--- config.mk ---
export PLATFORM = sky130hd
export DESIGN_NAME = pipeline_control_unit
export DESIGN_NICKNAME = d
export VERILOG_FILES = /design/src/rtl/cpu_ctrl_pkg.sv /design/src/rtl/ctrl_decoder.sv /design/src/rtl/pipeline_control_unit.sv
export SDC_FILE = /design/constraint.sdc
export NUM_CORES = 1
export LEC_CHECK = 0
export ABC_AREA = 1
export CORE_ASPECT_RATIO = 0.7
export CORE_MARGIN = 4
export CORE_UTILIZATION = 52
export DETAILED_ROUTE_END_ITERATION = 10
export MAX_ROUTING_LAYER = met4
export PLACE_DENSITY = 0.92
export SYNTH_ARGS = -nofsm -noshare
export SYNTH_HDL_FRONTEND = slang
export SYNTH_HIERARCHICAL = 1
export SYNTH_SLANG_ARGS = --single-unit
--- constraint.sdc ---
create_clock -name clk -period 2.5 [get_ports clk]
set_input_delay 0.5 -clock clk [delete_from_list [all_inputs] [get_ports clk]]
set_output_delay 0.5 -clock clk [all_outputs]
set_load 0.005 [all_outputs]
--- src/rtl/cpu_ctrl_pkg.sv ---
// rtl/cpu_ctrl_pkg.sv - shared encodings and control bundle for the pipeline control unit
package cpu_ctrl_pkg;

  localparam int CTRL_OPW = 6;

  localparam logic [CTRL_OPW-1:0] OP_RTYPE = 6'h00;
  localparam logic [CTRL_OPW-1:0] OP_J     = 6'h02;
  localparam logic [CTRL_OPW-1:0] OP_BEQ   = 6'h04;
  localparam logic [CTRL_OPW-1:0] OP_ADDI  = 6'h08;
  localparam logic [CTRL_OPW-1:0] OP_ANDI  = 6'h0C;
  localparam logic [CTRL_OPW-1:0] OP_ORI   = 6'h0D;
  localparam logic [CTRL_OPW-1:0] OP_LW    = 6'h23;
  localparam logic [CTRL_OPW-1:0] OP_SW    = 6'h2B;

  localparam logic [CTRL_OPW-1:0] FN_ADD = 6'h20;
  localparam logic [CTRL_OPW-1:0] FN_SUB = 6'h22;
  localparam logic [CTRL_OPW-1:0] FN_AND = 6'h24;
  localparam logic [CTRL_OPW-1:0] FN_OR  = 6'h25;
  localparam logic [CTRL_OPW-1:0] FN_SLT = 6'h2A;

  // ALU op codes reuse the R-type funct encoding so R-type can pass funct straight through
  localparam logic [CTRL_OPW-1:0] ALU_ADD = FN_ADD;
  localparam logic [CTRL_OPW-1:0] ALU_SUB = FN_SUB;
  localparam logic [CTRL_OPW-1:0] ALU_AND = FN_AND;
  localparam logic [CTRL_OPW-1:0] ALU_OR  = FN_OR;
  localparam logic [CTRL_OPW-1:0] ALU_SLT = FN_SLT;

  typedef enum logic [1:0] {
    PCSEL_SEQ = 2'd0,
    PCSEL_BR  = 2'd1,
    PCSEL_JMP = 2'd2
  } pc_sel_e;

  typedef struct packed {
    logic [CTRL_OPW-1:0] alu_op;
    logic                r;
    logic                i;
    logic                j;
    logic                wreg;
    logic                wmem;
    logic                from_mem;
    logic                branch;
  } ctrl_bundle_t;

  localparam ctrl_bundle_t CTRL_NOP = '0;

endpackage

--- src/rtl/ctrl_decoder.sv ---
// rtl/ctrl_decoder.sv - combinational opcode/funct to control bundle decode
module ctrl_decoder
  import cpu_ctrl_pkg::*;
(
  input  logic [CTRL_OPW-1:0] opcode_i,
  input  logic [CTRL_OPW-1:0] funct_i,
  output ctrl_bundle_t        bundle_o,
  output logic                illegal_o
);

  always_comb begin
    bundle_o  = CTRL_NOP;
    illegal_o = 1'b0;
    case (opcode_i)
      OP_RTYPE: begin
        case (funct_i)
          FN_ADD, FN_SUB, FN_AND, FN_OR, FN_SLT: begin
            bundle_o.alu_op = funct_i;
            bundle_o.r      = 1'b1;
            bundle_o.wreg   = 1'b1;
          end
          default: illegal_o = 1'b1;
        endcase
      end
      OP_ADDI: begin
        bundle_o.i      = 1'b1;
        bundle_o.alu_op = ALU_ADD;
        bundle_o.wreg   = 1'b1;
      end
      OP_ANDI: begin
        bundle_o.i      = 1'b1;
        bundle_o.alu_op = ALU_AND;
        bundle_o.wreg   = 1'b1;
      end
      OP_ORI: begin
        bundle_o.i      = 1'b1;
        bundle_o.alu_op = ALU_OR;
        bundle_o.wreg   = 1'b1;
      end
      OP_LW: begin
        bundle_o.i        = 1'b1;
        bundle_o.alu_op   = ALU_ADD;
        bundle_o.wreg     = 1'b1;
        bundle_o.from_mem = 1'b1;
      end
      OP_SW: begin
        bundle_o.i      = 1'b1;
        bundle_o.alu_op = ALU_ADD;
        bundle_o.wmem   = 1'b1;
      end
      OP_BEQ: begin
        bundle_o.alu_op = ALU_SUB;
        bundle_o.branch = 1'b1;
      end
      OP_J: bundle_o.j = 1'b1;
      default: illegal_o = 1'b1;
    endcase
  end

endmodule

--- src/rtl/pipeline_control_unit.sv ---
// rtl/pipeline_control_unit.sv - stage-aligned control pipeline with branch/jump redirect and squash
module pipeline_control_unit
  import cpu_ctrl_pkg::*;
#(
  parameter int OPW  = 6,
  parameter int PCSW = 2
) (
  input  logic            clk,
  input  logic            rst,
  input  logic [OPW-1:0]  opcode,
  input  logic [OPW-1:0]  funct,
  input  logic            EX_MEM_is_alu_zero,
  input  logic            is_IDEX_open,
  input  logic            is_EXMEM_open,
  input  logic            is_MEMWB_open,
  output logic [OPW-1:0]  opcode_alu,
  output logic            is_R_type,
  output logic            is_I_type,
  output logic            is_J_type,
  output logic            is_write_mem,
  output logic            is_write_reg,
  output logic            is_write_from_mem,
  output logic [PCSW-1:0] control_mux_for_PC,
  output logic            illegal_op
);

  ctrl_bundle_t dec_bundle;
  logic         dec_illegal;

  ctrl_bundle_t idex_q, idex_d;
  ctrl_bundle_t exmem_q, exmem_d;
  ctrl_bundle_t memwb_q, memwb_d;
  logic         kill_q, kill_d;
  logic         illegal_q, illegal_d;
  logic         br_taken;
  pc_sel_e      pc_sel;

  ctrl_decoder u_dec (
    .opcode_i  (CTRL_OPW'(opcode)),
    .funct_i   (CTRL_OPW'(funct)),
    .bundle_o  (dec_bundle),
    .illegal_o (dec_illegal)
  );

  assign br_taken = exmem_q.branch & EX_MEM_is_alu_zero;

  // The branch sits one stage further along than the jump, so it takes priority
  always_comb begin
    pc_sel = PCSEL_SEQ;
    if (br_taken) begin
      pc_sel = PCSEL_BR;
    end else if (idex_q.j) begin
      pc_sel = PCSEL_JMP;
    end
  end

  always_comb begin
    memwb_d   = is_MEMWB_open ? exmem_q : memwb_q;
    exmem_d   = exmem_q;
    idex_d    = idex_q;
    kill_d    = kill_q;
    illegal_d = illegal_q | (is_IDEX_open & dec_illegal);
    if (br_taken && is_EXMEM_open) begin
      exmem_d = CTRL_NOP;
      idex_d  = CTRL_NOP;
      kill_d  = 1'b1;
    end else begin
      if (is_EXMEM_open) begin
        exmem_d = idex_q;
      end
      if (is_IDEX_open) begin
        if (idex_q.j && !br_taken) begin
          idex_d = CTRL_NOP;
          kill_d = 1'b1;
        end else if (kill_q) begin
          // One fetch slot after a redirect is still wrong-path
          idex_d = CTRL_NOP;
          kill_d = 1'b0;
        end else begin
          idex_d = dec_bundle;
        end
      end
    end
  end

  always_ff @(posedge clk) begin
    if (rst) begin
      idex_q    <= CTRL_NOP;
      exmem_q   <= CTRL_NOP;
      memwb_q   <= CTRL_NOP;
      kill_q    <= 1'b0;
      illegal_q <= 1'b0;
    end else begin
      idex_q    <= idex_d;
      exmem_q   <= exmem_d;
      memwb_q   <= memwb_d;
      kill_q    <= kill_d;
      illegal_q <= illegal_d;
    end
  end

  assign opcode_alu         = OPW'(idex_q.alu_op);
  assign is_R_type          = idex_q.r;
  assign is_I_type          = idex_q.i;
  assign is_J_type          = idex_q.j;
  assign is_write_mem       = exmem_q.wmem;
  assign is_write_reg       = memwb_q.wreg;
  assign is_write_from_mem  = memwb_q.from_mem;
  assign control_mux_for_PC = PCSW'(pc_sel);
  assign illegal_op         = illegal_q;

endmodule

== Word level (Yosys, flattened, before mapping) ==
Index checks and enable logic that the tools add are counted.

* Input port bits: 18
* Flip-flop bits (word level): 21
* Logic and storage cells: 61

* Bitwise gates (word level): 3
* Equal/unequal tests: 12
* Muxes and demuxes: 19
* Reductions and logical operators: 11

{| class="wikitable"
|+ Operators by type and width
! cell !! count
|-
| == test 6 bit (second input constant) || 7
|-
| one-hot mux 6 bit (5 select lines) || 1
|-
| two-way mux 13 bit || 2
|-
| == test 6 x 4 -> 1 bit (second input constant) || 3
|-
| two-way mux 1 bit || 11
|-
| OR reduction 5 bit || 2
|-
| two-way mux 7 bit || 1
|-
| OR reduction 7 bit || 1
|-
| == test 6 x 2 -> 1 bit (second input constant) || 1
|-
| == test 6 x 3 -> 1 bit (second input constant) || 1
|-
| zero test 6 bit || 1
|-
| two-way mux 2 bit || 2
|-
| one-hot mux 1 bit (2 select lines) || 2
|-
| OR reduction 4 bit || 1
|-
| OR reduction 3 bit || 1
|-
| bitwise AND 1 bit || 2
|-
| logical AND 1 bit || 2
|-
| nonzero test 2 bit || 1
|-
| OR reduction 2 bit || 1
|-
| zero test 1 bit || 1
|-
| OR 1 bit || 1
|}

== Longest topological paths before layout ==
* Depth in word-level cells: 6
* Depth in mapped cells: 9
* Gate-level depth less buffers: 9

== By module ==
The synthesis kept the hierarchy.

{| class="wikitable"
|+ Modules (own cells, without submodules)
! module !! times used !! area each (µm²) !! cells an instance !! seq. area each (µm²)
|-
| pipeline_control_unit || 1 || 984.7 || 107 || 420.4
|-
| ctrl_decoder || 1 || 312.8 || 65 || 0.0
|}

== Worst setup path before layout ==
No wires, ideal clock.

* Path kind: in2out
* Start point: input EX_MEM_is_alu_zero
* End point: output control_mux_for_PC[1]
* Data arrival time: 0.835 ns
* Stages on the path: 4
* Data required time: 2.000 ns
* Setup slack: 1.165 ns
* Cells stage by stage: nand2_2 -> nand2_4 -> buf_8 -> inv_2

* Longest elaborated chain between the ends: 2

{| class="wikitable"
|+ RTL lines
! item !! RTL line !! RTL
|-
| from (decl) || pipeline_control_unit.sv:12 || <nowiki>input logic EX_MEM_is_alu_zero,</nowiki>
|-
| bitwise AND 1 bit || pipeline_control_unit.sv:45 || <nowiki>assign br_taken = exmem_q.branch & EX_MEM_is_alu_zero;</nowiki>
|-
| two-way mux 2 bit || pipeline_control_unit.sv:50 || <nowiki>if (br_taken) begin</nowiki>
|-
| to (decl) || pipeline_control_unit.sv:23 || <nowiki>output logic [PCSW-1:0] control_mux_for_PC,</nowiki>
|}

Every way passes these cells.

== Worst setup path in the final report ==
Ends and elaborated chain as after synthesis.

==> results.json <==
{
  "wl_met3_um": 213,
  "power_density_nw_per_um2": 387,
  "cts_setup_buffers": 0,
  "drv_slew": 0,
  "synthDistinctLibCells": 24,
  "grt_first_pass_wirelength_um": 4730,
  "fin_util": 0.698,
  "cts_tree": "done",
  "setup_viol": 0,
  "vias": 1145,
  "die_width_um": 67.7,
  "largest_register_ffs": 6,
  "dp.cells": 225,
  "syn_avg_cell_area_sq_um": 7.54,
  "power_leakage_nw": 0.665,
  "first_global_vias": 1125,
  "synthArstFlopShare": 0,
  "drt-total-wl_um": 2790,
  "synth_seq_cells": 21,
  "crit_path_start_kind": "input pin",
  "hp-class": "reg -> reg",
  "die_area_sq_um": 3370,
  "crit_arrival_ps": 1680,
  "whs_path_depth": 2,
  "gp_congestion": 0.815,
  "crit_path_max_fanout": 2,
  "wl_met1_um": 1200,
  "rsz0062_at_grt": "false",
  "grt_overflow": 0,
  "nets": 216,
  "vias_per_cell": 5.00,
  "clk_path_buf_depth": 2,
  "cp-end-kind": "output pin",
  "required_ps": 2000,
  "clk_pin_slew_ps": 120,
  "outcome": "complete, no violations",
  "cts-buffers-inserted": 3,
  "synth.most_common_cell": "nand2_1",
  "rows": 14,
  "place_hpwl_um": 2220,
  "synth_top_cell_by_area": "dfxtp_1",
  "core_sq_um": 2260,
  "post-route-period-util": 0.871,
  "ff2ff_path_depth": 5,
  "start_util": 0.574,
  "ir_worst_vdd_v": 0.000293,
  "instances_no_fill": 229,
  "grt_usage": 0.188,
  "detail-route-antenna-nets": 0,
  "drt_iter0_markers": 62,
  "route.detailed.drc": 0,
  "synth_nets": 190,
  "synth_flop_cell": "dfxtp_1",
  "antenna_found_initial": 0,
  "critPathKind": "in -> out",
  "wl_per_cell_um": 12.2,
  "fin_tns_setup_ps": 0,
  "grt_max_degree": 18,
  "finalHoldViolCount": 0,
  "synth_area_leaders": "dfxtp_1 32%, nand2_1 11%, nand3_2 10%, a21oi_2 9.5%, inv_1 5.8%",
  "synth_area_sq_um": 1300,
  "first_pass_iters": 4,
  "die_height_um": 49.8,
  "synth_warnings": 6,
  "layout-drive-gt1-share": 0.223,
  "netlist_instances": 172,
  "ctsHoldBuffers": 0,
  "min_period_ps": 2180,
  "ys_seq_area_frac": 0.324,
  "clock-sinks": 21,
  "io_pins": 33,
  "routed.top_layer": "met4",
  "num_antenna_cells": 0,
  "met2_length_um": 1360,
  "clk_latency_ps": 310,
  "port_buffers": 32,
  "skew_ps": 12.0,
  "syn_to_final_growth_pct": 21.5,
  "max_cap_viol_count": 0,
  "cts-resized-gates": 0,
  "synth_top_area_frac": 0.324,
  "cts-root-buf": "clkbuf_4",
  "synth_common_cells": "37 x nand2_1, 21 x dfxtp_1, 20 x inv_1, 20 x nor2_1, 14 x a21oi_2",
  "htreeDepth": 1,
  "synth-edff-count": 0,
  "fmax_ghz": 0.459
}
[cells in the final DEF (no fill, tap or decap), drive strengths merged]
| master | synthesis | final |
|---|---|---|
| nand3b | 1 | 1 |
| nand2 | 42 | 42 |
| nand3 | 22 | 22 |
| o21ai | 4 | 4 |
| nor2 | 24 | 24 |
| clkdlybuf4s50 | 0 | 32 |
| a21oi | 19 | 19 |
| dfxtp | 21 | 21 |
| buf | 12 | 1 |
| conb | 1 | 1 |
| inv | 23 | 23 |
| clkbuf | 0 | 4 |
| nand4 | 2 | 2 |
| o211ai | 1 | 1 |
[layout make-up]
type / count / area, sq um
Tap cell: 32 / 40.0
Clock buffer: 4 / 26.3
Timing Repair Buffer: 33 / 328
Sequential cell: 21 / 420
Inverter: 23 / 86.3
Multi-Input combinational cell: 116 / 676
Fill cell: 193 / 683
[metrics by stage]
| step | hold WS (ps) | instance area [sq um] | worst slack, ps | power, mW |
|---|---|---|---|---|
| after floorplan | 448 | 1300 | 1170 | 0.408 |
| after global placement | 451 | 1550 | 347 | 0.447 |
| after detailed placement | 462 | 1550 | 321 | 0.452 |
| after CTS | 480 | 1580 | 309 | 0.612 |
| after global routing | 500 | 1580 | 282 | 0.643 |
| final | 470 | 1580 | 321 | 0.610 |
[logic make-up after synthesis]
group           after synthesis  synth area share
other cells                   1           0.00289
buf+inv                      35             0.155
flops                        21             0.324
compound gates               24             0.144
simple gates                 91             0.374
[per-layer routing]
layer | GRT usage | up-vias
li1 | - | 585
met1 | 0.226 | 514
met2 | 0.296 | 42
met3 | 0.0727 | 4
met4 | 0.0404 | 0
met5 | - | -
[critical path, stage by stage]
cell             delay [ps]
clkdlybuf4s50_1         450
nand2_2                 110
nand2_4                  60
inv_2                    50
clkdlybuf4s50_1         510
[power by group]
part / switching (mW) / total [mW] / internal, mW
clock: 0.102 / 0.165 / 0.0623
combinational: 0.0552 / 0.102 / 0.0468
sequential: 0.00297 / 0.343 / 0.340
[path summary, 6_finish.rpt]
path	from	endpoint	slack, ps
setup / recovery	EX_MEM_is_alu_zero	control_mux_for_PC[1]	320
hold / removal	idex_q[3]$_SDFFE_PP0P_	exmem_q[3]$_SDFFE_PP0P_	470
setup reg to reg	exmem_q[0]$_SDFFE_PP0P_	opcode_alu[1]$_SDFFE_PP0P_	1390
hold reg to reg	idex_q[3]$_SDFFE_PP0P_	exmem_q[3]$_SDFFE_PP0P_	470
Power figures use the tool's default switching activity.
